**config.mk**
```make
export PLATFORM = sky130hd
export DESIGN_NAME = control_sequencer
export DESIGN_NICKNAME = d
export VERILOG_FILES = /design/src/rtl/ctrl_pkg.sv /design/src/rtl/ctrl_decode.sv /design/src/rtl/control_sequencer.sv
export SDC_FILE = /design/constraint.sdc
export NUM_CORES = 1
export LEC_CHECK = 0
export ABC_CLOCK_PERIOD_IN_PS = 3100
export CAP_MARGIN = 20
export CORE_UTILIZATION = 35
export CTS_BUF_LIST = sky130_fd_sc_hd__clkbuf_2 sky130_fd_sc_hd__clkbuf_4 sky130_fd_sc_hd__clkbuf_8
export CTS_CLUSTER_DIAMETER = 80
export DETAILED_ROUTE_END_ITERATION = 16
export MAX_ROUTING_LAYER = met4
export PLACE_DENSITY_LB_ADDON = 0.1
export SLEW_MARGIN = 20
export SYNTH_ARGS = -nofsm -noshare
export SYNTH_HDL_FRONTEND = slang
export SYNTH_SLANG_ARGS = --single-unit
```
**constraint.sdc**
```tcl
create_clock -name Clock -period 3.1 [get_ports Clock]
set_input_delay 0.465 -clock Clock [delete_from_list [all_inputs] [get_ports Clock]]
set_output_delay 0.465 -clock Clock [all_outputs]
set_load 0.1 [all_outputs]
```
**src/rtl/ctrl_pkg.sv**
```systemverilog
// rtl/ctrl_pkg.sv - opcodes, state encoding, field positions and strobe bundle for control_sequencer
package ctrl_pkg;

    localparam logic [4:0] OPC_ADD  = 5'b00000;
    localparam logic [4:0] OPC_SUB  = 5'b00001;
    localparam logic [4:0] OPC_MUL  = 5'b00011;
    localparam logic [4:0] OPC_DIV  = 5'b00100;
    localparam logic [4:0] OPC_NOP  = 5'b11000;
    localparam logic [4:0] OPC_HALT = 5'b11011;

    // Register-select fields inside IR (consumed by the Datapath select-and-encode logic).
    localparam int RA_MSB = 26;
    localparam int RA_LSB = 23;
    localparam int RB_MSB = 22;
    localparam int RB_LSB = 19;
    localparam int RC_MSB = 18;
    localparam int RC_LSB = 15;

    typedef enum logic [3:0] {
        S_RESET,
        S_T0,
        S_T1,
        S_T2,
        S_T3,
        S_T4,
        S_T5,
        S_T6,
        S_HALT
    } state_t;

    typedef struct packed {
        logic run;
        logic pc_out;
        logic zhi_out;
        logic zlow_out;
        logic mdr_out;
        logic mar_in;
        logic z_in;
        logic pc_in;
        logic mdr_in;
        logic ir_in;
        logic y_in;
        logic hi_in;
        logic lo_in;
        logic inc_pc;
        logic read;
        logic gra;
        logic grb;
        logic grc;
        logic r_in;
        logic r_out;
        logic alu_add;
        logic alu_sub;
        logic alu_mul;
        logic alu_div;
    } strobes_t;

    function automatic logic is_alu_op(input logic [4:0] opc);
        return (opc == OPC_ADD) || (opc == OPC_SUB) || (opc == OPC_MUL) || (opc == OPC_DIV);
    endfunction

    // MUL/DIV produce a 64-bit result and need the extra HI transfer cycle.
    function automatic logic is_wide_op(input logic [4:0] opc);
        return (opc == OPC_MUL) || (opc == OPC_DIV);
    endfunction

endpackage

```
**src/rtl/ctrl_decode.sv**
```systemverilog
// rtl/ctrl_decode.sv - combinational map of (state, opcode) to the Datapath strobe vector
//
// Ports:
//   state   in   current sequencer state
//   opcode  in   opcode governing this cycle (live IR in T3, latched copy afterwards)
//   strobes out  every bus-drive, register-load, select and ALU strobe plus run
module ctrl_decode
    import ctrl_pkg::*;
(
    input  state_t     state,
    input  logic [4:0] opcode,
    output strobes_t   strobes
);

    always_comb begin
        strobes     = '0;
        strobes.run = (state != S_RESET) && (state != S_HALT);
        case (state)
            S_T0: begin
                strobes.pc_out = 1'b1;
                strobes.mar_in = 1'b1;
                strobes.inc_pc = 1'b1;
                strobes.z_in   = 1'b1;
            end
            S_T1: begin
                strobes.zlow_out = 1'b1;
                strobes.pc_in    = 1'b1;
                strobes.read     = 1'b1;
                strobes.mdr_in   = 1'b1;
            end
            S_T2: begin
                strobes.mdr_out = 1'b1;
                strobes.ir_in   = 1'b1;
            end
            S_T3: begin
                // NOP, HALT and unknown opcodes spend T3 idle.
                if (is_alu_op(opcode)) begin
                    strobes.grb   = 1'b1;
                    strobes.r_out = 1'b1;
                    strobes.y_in  = 1'b1;
                end
            end
            S_T4: begin
                strobes.grc     = 1'b1;
                strobes.r_out   = 1'b1;
                strobes.z_in    = 1'b1;
                strobes.alu_add = (opcode == OPC_ADD);
                strobes.alu_sub = (opcode == OPC_SUB);
                strobes.alu_mul = (opcode == OPC_MUL);
                strobes.alu_div = (opcode == OPC_DIV);
            end
            S_T5: begin
                strobes.zlow_out = 1'b1;
                if (is_wide_op(opcode)) begin
                    strobes.lo_in = 1'b1;
                end else begin
                    strobes.gra  = 1'b1;
                    strobes.r_in = 1'b1;
                end
            end
            S_T6: begin
                strobes.zhi_out = 1'b1;
                strobes.hi_in   = 1'b1;
            end
            default: ;
        endcase
    end

endmodule

```
**src/rtl/control_sequencer.sv**
```systemverilog
// rtl/control_sequencer.sv - hardwired fetch/decode/execute control unit for the Datapath
//
// Ports:
//   Clock, Clear        rising-edge clock, asynchronous active-low reset
//   IR                  instruction register contents from the Datapath
//   Stop                halt request, honoured only at an instruction's last state
//   Run                 high while sequencing (not in RESET or HALT)
//   PCout..DIV          Datapath bus-drive, load, select and ALU strobes
module control_sequencer
    import ctrl_pkg::*;
#(
    parameter int DATA_W  = 32,
    parameter int OPC_MSB = 31
) (
    input  logic              Clock,
    input  logic              Clear,
    input  logic [DATA_W-1:0] IR,
    input  logic              Stop,
    output logic              Run,
    output logic              PCout,
    output logic              Zhiout,
    output logic              Zlowout,
    output logic              MDRout,
    output logic              MARin,
    output logic              Zin,
    output logic              PCin,
    output logic              MDRin,
    output logic              IRin,
    output logic              Yin,
    output logic              HIin,
    output logic              LOin,
    output logic              IncPC,
    output logic              Read,
    output logic              Gra,
    output logic              Grb,
    output logic              Grc,
    output logic              Rin,
    output logic              Rout,
    output logic              ADD,
    output logic              SUB,
    output logic              MUL,
    output logic              DIV
);

    state_t     state_q;
    logic [4:0] opc_q;
    logic [4:0] opc_ir;
    logic [4:0] opc_cur;
    strobes_t   strobes;
    state_t     instr_end;
    logic       unused_ir;

    assign opc_ir    = IR[OPC_MSB -: 5];
    // Only the opcode field matters here; register fields go straight to the Datapath.
    assign unused_ir = ^IR;

    // IR is valid from T3 on; after the T3 edge the latched copy keeps the
    // sequence immune to later IR changes.
    assign opc_cur   = (state_q == S_T3) ? opc_ir : opc_q;
    assign instr_end = Stop ? S_HALT : S_T0;

    always_ff @(posedge Clock or negedge Clear) begin
        if (!Clear) begin
            state_q <= S_RESET;
            opc_q   <= '0;
        end else begin
            if (state_q == S_T3) begin
                opc_q <= opc_ir;
            end
            case (state_q)
                S_RESET: state_q <= S_T0;
                S_T0:    state_q <= S_T1;
                S_T1:    state_q <= S_T2;
                S_T2:    state_q <= S_T3;
                S_T3: begin
                    if (opc_ir == OPC_HALT) begin
                        state_q <= S_HALT;
                    end else if (is_alu_op(opc_ir)) begin
                        state_q <= S_T4;
                    end else begin
                        state_q <= instr_end;
                    end
                end
                S_T4:    state_q <= S_T5;
                S_T5:    state_q <= is_wide_op(opc_q) ? S_T6 : instr_end;
                S_T6:    state_q <= instr_end;
                S_HALT:  state_q <= S_HALT;
                default: state_q <= S_RESET;
            endcase
        end
    end

    ctrl_decode u_decode (
        .state   (state_q),
        .opcode  (opc_cur),
        .strobes (strobes)
    );

    assign Run     = strobes.run;
    assign PCout   = strobes.pc_out;
    assign Zhiout  = strobes.zhi_out;
    assign Zlowout = strobes.zlow_out;
    assign MDRout  = strobes.mdr_out;
    assign MARin   = strobes.mar_in;
    assign Zin     = strobes.z_in;
    assign PCin    = strobes.pc_in;
    assign MDRin   = strobes.mdr_in;
    assign IRin    = strobes.ir_in;
    assign Yin     = strobes.y_in;
    assign HIin    = strobes.hi_in;
    assign LOin    = strobes.lo_in;
    assign IncPC   = strobes.inc_pc;
    assign Read    = strobes.read;
    assign Gra     = strobes.gra;
    assign Grb     = strobes.grb;
    assign Grc     = strobes.grc;
    assign Rin     = strobes.r_in;
    assign Rout    = strobes.r_out;
    assign ADD     = strobes.alu_add;
    assign SUB     = strobes.alu_sub;
    assign MUL     = strobes.alu_mul;
    assign DIV     = strobes.alu_div;

endmodule
```
# After elaboration in Yosys (flattened, before gate mapping)
# Cells that the tools add are included.
totals:
  ff_bits: 9
  in_bits: 35
  out_inout_bits: 24
  elab_cells: 57
classes:
  eq_ne: 18
  muxes: 22
  n_reduce_logical: 15
op_table:
  columns: ["op", "count"]
  rows:
  - ["4-bit one-hot mux with 9 select lines", 1]
  - ["4-bit 2-to-1 mux", 5]
  - ["4-bit by 3-bit equality test with 1-bit output, second input constant", 4]
  - ["5-bit by 2-bit equality test with 1-bit output, second input constant", 3]
  - ["5-bit by 3-bit equality test with 1-bit output, second input constant", 3]
  - ["1-bit 2-to-1 mux", 13]
  - ["5-bit by 1-bit equality test with 1-bit output, second input constant", 2]
  - ["5-bit logical NOT", 2]
  - ["4-bit by 2-bit equality test with 1-bit output, second input constant", 2]
  - ["1-bit logical OR", 8]
  - ["5-bit equality test, second input constant", 1]
  - ["5-bit 2-to-1 mux", 1]
  - ["4-bit by 1-bit equality test with 1-bit output, second input constant", 1]
  - ["4-bit equality test, second input constant", 1]
  - ["4-bit logical NOT", 1]
  - ["4-bit != test, second input constant", 1]
  - ["4-bit nonzero test", 1]
  - ["2-bit OR reduction", 2]
  - ["2-bit 2-to-1 mux", 1]
  - ["1-bit one-hot mux with 2 select lines", 1]
  - ["1-bit logical AND", 1]

# Logic depth before layout (Yosys ltp)
# Gate-level depths: netlist (run 1).
logic_depth:
  word_depth: 8
  ltp_mapped: 6
  mapped_depth_nobuf: 4

# Cells and area by module
# A second synthesis (run 1) with hierarchy kept.
hier_totals:
  cells_unflattened: 84
  area_unflattened_um2: 754.5
by_module_without_submodules:
  columns: ["module", "n_inst", "cells_each", "area_each_um2", "seq_area_each_um2"]
  rows:
  - ["control_sequencer", 1, 46, 491.7, 225.2]
  - ["ctrl_decode", 1, 38, 262.8, 0.0]

# Least setup slack after synthesis (run 1)
# OpenSTA, ideal clock, no wires.
synth_timing:
  kind: "register to output"
  start: "reg opc_q[1]"
  end: "out Rin"
  arrival_time_ns: 3.683
  t_required_ns: 2.635
  setup_slack_ns: -1.048
  path_stages_with_launch: 5
  n_path_buf: 1
  path_cell_list: "dfrtp_1 and3b_1 o21ai_0 nor3b_1 buf_4"
synth_via:
  elab_chain_len: 5
  elab_cells_between_ends: 6
  cone_classes: "2 x eq/ne; 3 x mux; 1 x reduce/logical"
synth_lines:
  columns: ["item", "line", "text"]
  rows:
  - ["from (decl)", "control_sequencer.sv:46", "logic [4:0] opc_q;"]
  - ["from (signal assigned)", "control_sequencer.sv:68", "opc_q <= opc_ir;"]
  - ["5-bit 2-to-1 mux *", null, null]
  - ["5-bit by 2-bit equality test with 1-bit output or 5-bit by 3-bit equality test with 1-bit output (tied branches)", "ctrl_pkg.sv:64", "return (opc == OPC_MUL) || (opc == OPC_DIV);"]
  - ["1-bit logical OR *", "ctrl_pkg.sv:64", null]
  - ["1-bit 2-to-1 mux * (2 in a row)", null, null]
  - ["to (decl)", "control_sequencer.sv:37", "output logic Rin,"]
# Mark *: on every way between the ends. The rest lies on a longest branch, timed or not.

# Final worst setup path (run 1)
layout_timing:
  start: "reg state_q[1]"
  end: "out DIV"
layout_via:
  elab_chain_len: 4
  elab_cells_between_ends: 5
  cone_classes: "3 x eq/ne; 2 x mux"
layout_lines:
  columns: ["item", "line", "text"]
  rows:
  - ["from (decl)", "control_sequencer.sv:45", "state_t state_q;"]
  - ["from (signal assigned)", "control_sequencer.sv:81", "state_q <= instr_end;"]
  - ["from (signal assigned)", "control_sequencer.sv:85", "S_T5: state_q <= is_wide_op(opc_q) ? S_T6 : instr_end;"]
  - ["from (signal assigned)", "control_sequencer.sv:86", "S_T6: state_q <= instr_end;"]
  - ["4-bit by 3-bit equality test with 1-bit output", "control_sequencer.sv:59", "assign opc_cur = (state_q == S_T3) ? opc_ir : opc_q;"]
  - ["5-bit 2-to-1 mux", null, null]
  - ["net opc_cur[0]", "control_sequencer.sv:48", "logic [4:0] opc_cur;"]
  - ["5-bit by 3-bit equality test with 1-bit output", "ctrl_decode.sv:50", "strobes.alu_div = (opcode == OPC_DIV);"]
  - ["4-bit 2-to-1 mux", "ctrl_decode.sv:18", "case (state)"]
  - ["to (decl)", "control_sequencer.sv:42", "output logic DIV"]
# The timed path passes the listed nets, and every way through them passes these cells.

==> results of run 1 <==
-- worst paths after layout --
| check | endpoint | slack, ps | cells past startpoint |
|---|---|---|---|
| max | DIV | 280 | 5 |
| min | opc_q[2] | 480 | 1 |
| max reg2reg | opc_q[0] | 1490 | 2 |
| min reg2reg | opc_q[4] | 510 | 2 |
| max in group asynchronous | state_q[1] | 2340 | 1 |
| min in group Clock | opc_q[4] | 510 | 2 |
-- cell usage in the layout (no fill, tap or decap), types with 3 or more instances in the layout --
master / n
buf_12: 6
buf_4: 19
clkbuf_4: 3
clkdlybuf4s50_1: 7
dfrtp_1: 9
inv_1: 5
mux2_2: 4
nand2_1: 7
nor2_1: 10
nor3_2: 4
o21ai_0: 3
-- per-stage QoR --
step | hold slack [ps] | utilization (%) | worst slack, ps | std cells | instance area (um^2)
3_5_place_dp | 496 | 52.5 | 569 | 130 | 1030
6_report | 479 | 53.9 | 280 | 134 | 1060
5_1_grt | 513 | 53.9 | 133 | 134 | 1060
2_1_floorplan | 169 | - | 66.0 | 84 | 769
3_3_place_gp | 499 | 52.5 | 564 | 130 | 1030
4_1_cts | 486 | 53.9 | 245 | 134 | 1060
-- kinds of logic after synthesis --
| group | count (synthesis) | share of synthesized area, % |
|---|---|---|
| buffers and inverters | 18 | 17.1 |
| and+or+nand+nor | 38 | 30.9 |
| AOI/OAI and AO/OA | 14 | 13.7 |
| muxes | 5 | 7.52 |
| DFF | 9 | 30.8 |
-- per-layer routing --
| metal | part of all wire, % | global-route usage (%) | vias up | routed length, um |
|---|---|---|---|---|
| met5 | 0 | - | - | 0 |
| met4 | 2.8 | 10.0 | 0 | 44 |
| met3 | 5.4 | 4.53 | 5 | 85 |
| met2 | 43 | 21.4 | 19 | 682 |
| met1 | 48 | 21.4 | 300 | 756 |
| li1 | - | - | 332 | - |
-- critical path: stages (launching register included) --
cell     delay, ps
dfrtp_1        510
nor4b_4        530
mux2_2         440
nor3_1         190
and3b_1        230
buf_12         180
-- state kept, by name, summed over array words and instances, names as in the netlist --
register / cells
state_q: 4
opc_q: 5
-- layout make-up --
cell class	count	area [um^2]	share of cell area, %
Multi-Input combinational cell	57	419	39.6
Timing Repair Buffer	32	333	31.5
Sequential cell	9	225	21.3
Tap cell	27	33.8	3.20
Clock buffer	3	22.5	2.13
Inverter	5	18.8	1.78
Clock inverter	1	5.00	0.473
-- synthesized netlist by cell type, types with 2 or more instances --
| cell | number | area [um^2] |
|---|---|---|
| nor2_1 | 12 | 45.0 |
| buf_4 | 9 | 67.6 |
| dfrtp_1 | 9 | 225 |
| nand2_1 | 7 | 26.3 |
| inv_1 | 5 | 18.8 |
| nor3_1 | 5 | 25.0 |
| mux2_2 | 4 | 45.0 |
| buf_6 | 3 | 33.8 |
| o21ai_0 | 3 | 15.0 |
| a21o_1 | 2 | 15.0 |
| and3b_1 | 2 | 17.5 |
| nor3b_1 | 2 | 15.0 |
| o221ai_1 | 2 | 17.5 |
| or3_1 | 2 | 12.5 |
| or3_2 | 2 | 15.0 |
==> flow_metrics.env, run 1 <==
export IMPL_max_freq_ghz=0.355
export IMPL_antenna_cells=0
export IMPL_fp_dieW_um=47.7
export IMPL_min_period_ps=2820
export IMPL_overflow=0
export IMPL_grt_setup_unrepaired="no"
export IMPL_synthCells=84
export IMPL_area_delta_synth_final_pct=44.4
export IMPL_cts_hold_buf=0
export IMPL_post_route_drc_count=0
export IMPL_r2r_start="state_q[1]"
export IMPL_synth_seq_cells=9
export IMPL_gp_congestion=0.815
export IMPL_drv_cap=0
export IMPL_max_slew_margin_rel_pct=65.9
export IMPL_vias=656
export IMPL_grt_total_usage_pct=16.2
export IMPL_cp_data_arrival_time_ps=2360
export IMPL_tritoncts="done"
export IMPL_die_area_mm2=0.00228
export IMPL_ant_nets=0
export IMPL_viasPerCell=4.90
export IMPL_clock_root_buffer="clkbuf_4"
export IMPL_postCtsSetupRepairBufs=0
export IMPL_drtIter0Drc=9
export IMPL_start_util_pct=37.3
export IMPL_dieHeight_um=47.7
export IMPL_async_flop_share_pct=100
export IMPL_setup_viol=0
export IMPL_filler_cell_count=207
export IMPL_fin_nets=143
export IMPL_fin_skew_ps=4.90
export IMPL_antenna_found_initial=0
export IMPL_io_pins=59
export IMPL_drt_pass1_iter_count=4
export IMPL_dp_hpwl_mm=1.22
export IMPL_fin_crit_sh_pct=91.0
export IMPL_grt_first_pass_wirelength_mm=2.36
export IMPL_numCtsBuffers=3
export IMPL_coreArea_mm2=0.00196
export IMPL_required_ps=2630
export IMPL_row_count=16
export IMPL_synthFlopType="dfrtp_1"
export IMPL_synth_area_um2=732
export IMPL_grt_max_degree=11
export IMPL_wl_mm=1.57
export IMPL_ctsResizeCount=0
export IMPL_status="complete, no violations"
export IMPL_holdCritPathClass="in2async"
export IMPL_port_buffers=31
export IMPL_cp_max_fo=10
export IMPL_hold_viol=0
export IMPL_yosysWarnings=0
export IMPL_clk_pin_slew_ps=60
export IMPL_numClockSinks=9
export IMPL_synth_seq_area_share_pct=30.8
export IMPL_synth_nets=119
export IMPL_crit_start="state_q[1]"
export IMPL_cp_start_kind="flop"
export IMPL_grt_pass1_vias=520
export IMPL_routedWlPerCell_um=11.7
export IMPL_synth_edf_count=0
export IMPL_yosys_cell_types_count=30
export IMPL_clk_latency_ps=270
export IMPL_finalMaxSlewViolations=0
export IMPL_syn_avg_cell_area_um2=8.71
export IMPL_clk_path_buf_depth=2
export IMPL_path_class="reg2out"
export IMPL_htreeDepth=1
export IMPL_fin_tns_setup_ps=0
export IMPL_cp_end_kind="primary output"
export IMPL_tightest_slew_ps=507
export IMPL_drive_gt1_share_pct=43.9
Power of run 1 is left out: the tool's default activity adds up to more than one toggle a clock period on the data nets, which glitch-free logic cannot reach.
==> inputs of run 2 (changes only) <==
--- a/config.mk
+++ b/config.mk
@@ -7,6 +7,7 @@
 export LEC_CHECK = 0
 export ABC_CLOCK_PERIOD_IN_PS = 3100
 export CAP_MARGIN = 20
+export CORE_MARGIN = 8
 export CORE_UTILIZATION = 35
 export CTS_BUF_LIST = sky130_fd_sc_hd__clkbuf_2 sky130_fd_sc_hd__clkbuf_4 sky130_fd_sc_hd__clkbuf_8
 export CTS_CLUSTER_DIAMETER = 80
@@ -16,4 +17,5 @@
 export SLEW_MARGIN = 20
 export SYNTH_ARGS = -nofsm -noshare
 export SYNTH_HDL_FRONTEND = slang
+export SYNTH_HIERARCHICAL = 1
 export SYNTH_SLANG_ARGS = --single-unit
==> run 2 against run 1 <==
Net effect:
- first-iteration DRC count down 78%
- flip-flop and latch count unchanged
- highest routed layer unchanged
- maximum frequency decreased by 5.3%
==> flow_metrics.env, run 2 <==
export IMPL_drt_pass1_iter_count=3
export IMPL_critPathMaxStageDelay_ps=410
export IMPL_final_common_cell="buf_4"
export IMPL_rr_worst_depth=4
export IMPL_port_buffers=31
export IMPL_start_util_pct=35.5
export IMPL_synth_seq_cells=9
export IMPL_syn_avg_cell_area_um2=8.98
export IMPL_layout_common_cells="buf_4, buf_12, dfrtp_1, clkdlybuf4s50_1, nand2_1"
export IMPL_r2r_end="state_q[3]"
export IMPL_synthTopCellsByArea="dfrtp_1, buf_4, mux2_2, nor3_1, nor3b_2"
export IMPL_cp_start_kind="flop"
export IMPL_async_flop_share_pct=100
export IMPL_cp_data_arrival_time_ps=2510
export IMPL_regMostFlops="opc_q"
export IMPL_synth_top_area_share_pct=29.9
export IMPL_synth_seq_area_share_pct=29.9
export IMPL_numClockSinks=9
export IMPL_yosysWarnings=6
export IMPL_setup_viol=0
export IMPL_drive_gt1_share_pct=49.6
export IMPL_synth_nets=119
export IMPL_coreArea_mm2=0.00213
export IMPL_fin_tns_setup_ps=0
export IMPL_endpoint="LOin"
export IMPL_fp_dieW_um=62.4
export IMPL_cpMaxStageDelayCell="or3b_1"
export IMPL_clk_path_buf_depth=2
export IMPL_wl_mm=1.95
export IMPL_max_freq_ghz=0.336
export IMPL_viasPerCell=5.11
export IMPL_synth_area_um2=754
export IMPL_fin_crit_sh_pct=96.1
export IMPL_drtIter0Drc=2
export IMPL_final_util_pct=60.1
export IMPL_drv_cap=0
export IMPL_grt_first_pass_wirelength_mm=3.37
export IMPL_clk_pin_slew_ps=60
export IMPL_min_period_ps=2980
export IMPL_clock_root_buffer="clkbuf_4"
export IMPL_largest_reg_flops=5
export IMPL_grt_pass1_vias=729
export IMPL_post_route_drc_count=0
export IMPL_r2r_start="opc_q[1]"
export IMPL_crit_start="state_q[1]"
export IMPL_antenna_found_initial=0
export IMPL_tritoncts="done"
export IMPL_area_delta_synth_final_pct=69.5
export IMPL_hold_viol=0
export IMPL_max_slew_margin_rel_pct=73.7
export IMPL_postCtsSetupRepairBufs=0
export IMPL_synth_edf_count=0
export IMPL_status="complete, no violations"
export IMPL_yosys_area_top_type="dfrtp_1"
export IMPL_synth_commonest_cells="dfrtp_1, buf_4, nand2_1, nor2_1"
export IMPL_largest_registers="opc_q: 5 flops, state_q: 4 flops"
export IMPL_synth_most_common_cell="dfrtp_1"
export IMPL_path_class="reg2out"
export IMPL_fin_skew_ps=1.83
export IMPL_die_area_mm2=0.00390
export IMPL_r2r_setup_slack_ps=1510
export IMPL_routedWlPerCell_um=13.8
export IMPL_htreeDepth=1
export IMPL_row_count=17
export IMPL_finalMaxSlewViolations=0
export IMPL_gp_congestion=0.828
export IMPL_overflow=0
export IMPL_grt_setup_unrepaired="no"
export IMPL_synthFlopType="dfrtp_1"
export IMPL_critical_path_depth=7
export IMPL_path_buf_inv=1
export IMPL_dp_slack_ps=372
export IMPL_io_pins=59
export IMPL_vias=720
export IMPL_finalWorstSetupSlack_ps=121
export IMPL_yosys_cell_types_count=34
export IMPL_cp_max_fo=7
export IMPL_crit_chain="nand2b_4 > nor3_4 > mux2_4 > or3b_1 > nand2_1 > nor4b_4 > buf_12"
export IMPL_tightest_slew_ps=394
export IMPL_ctsResizeCount=0
export IMPL_grt_total_usage_pct=10.6
export IMPL_dp_hpwl_mm=1.61
export IMPL_dieHeight_um=62.4
export IMPL_ant_nets=0
export IMPL_crit_family="simple AND/OR/NAND/NOR gates"
export IMPL_numCtsBuffers=3
export IMPL_antenna_cells=0
export IMPL_required_ps=2630
export IMPL_cp_end_kind="primary output"
export IMPL_fin_nets=149
export IMPL_clk_latency_ps=260
export IMPL_holdCritPathClass="in2async"
export IMPL_cts_hold_buf=0
export IMPL_grt_max_degree=15
export IMPL_synthCells=84
run 2: cell types whose count changed in the layout (fill, tap and decap cells not counted), sizes merged, moves of 2 or more:
cell	change
nor2	-6
nand3b	+4
or3	-4
a21oi	+3
buf	+3
a211oi	+2
a21o	-2
and3b	-2
o221ai	-2
or3b	+2
run 2: cell families (layout without fill, tap and decap cells):
kind of cell              Yosys count  count (layout)  synth area share, %
AOI/OAI and AO/OA                  15              15                 12.9
xor gates and xnor gates            1               1                 1.16
buffers and inverters              14              43                 10.9
DFF                                 9               9                 29.9
muxes                               6               6                 8.79
and+or+nand+nor                    39              39                 36.3
run 2: metal layers:
metal	GRT usage (%)	part of all wire [%]	up-vias
li1	-	-	363
met4	5.98	2.3	0
met1	11.9	45	328
met3	2.87	6.4	4
met5	-	0	-
met2	16.6	47	25
run 2: final cells by class:
| class | count | area [um^2] |
|---|---|---|
| fill | 198 | 848 |
| multi-input combinational | 61 | 567 |
| timing repair buffer | 35 | 405 |
| sequential | 9 | 226 |
| tap | 28 | 35.0 |
| clock buffer | 4 | 30.0 |
| inverter | 4 | 15.0 |
run 2: how the worst min path moves through the flow:
| stage | startpoint | endpoint | slack, ps | cells after the start |
|---|---|---|---|---|
| finish | Clear | opc_q[1] | 500 | 1 |
| global route | Clear | opc_q[1] | 520 | 1 |
| CTS | Clear | opc_q[1] | 500 | 1 |
| detailed placement | opc_q[2] | opc_q[2] | 580 | 1 |
| global placement | opc_q[2] | opc_q[2] | 570 | 1 |
| floorplan | Clear | opc_q[0] | 170 | 0 |
run 2: metrics by stage:
step	instance area [um^2]	hold slack [ps]	cells
finish	1280	498	141
global route	1280	517	141
detailed placement	1250	578	137
CTS	1280	497	141
floorplan	890	169	84
global placement	1250	571	137
run 2: worst register-to-register path: stages, from the launching register on:
cell      delay [ps]
dfrtp_1          390
or3b_1           410
a211oi_2         300
a211oi_1         120
a211o_1          240
Power of run 2 is left out for the same reason.
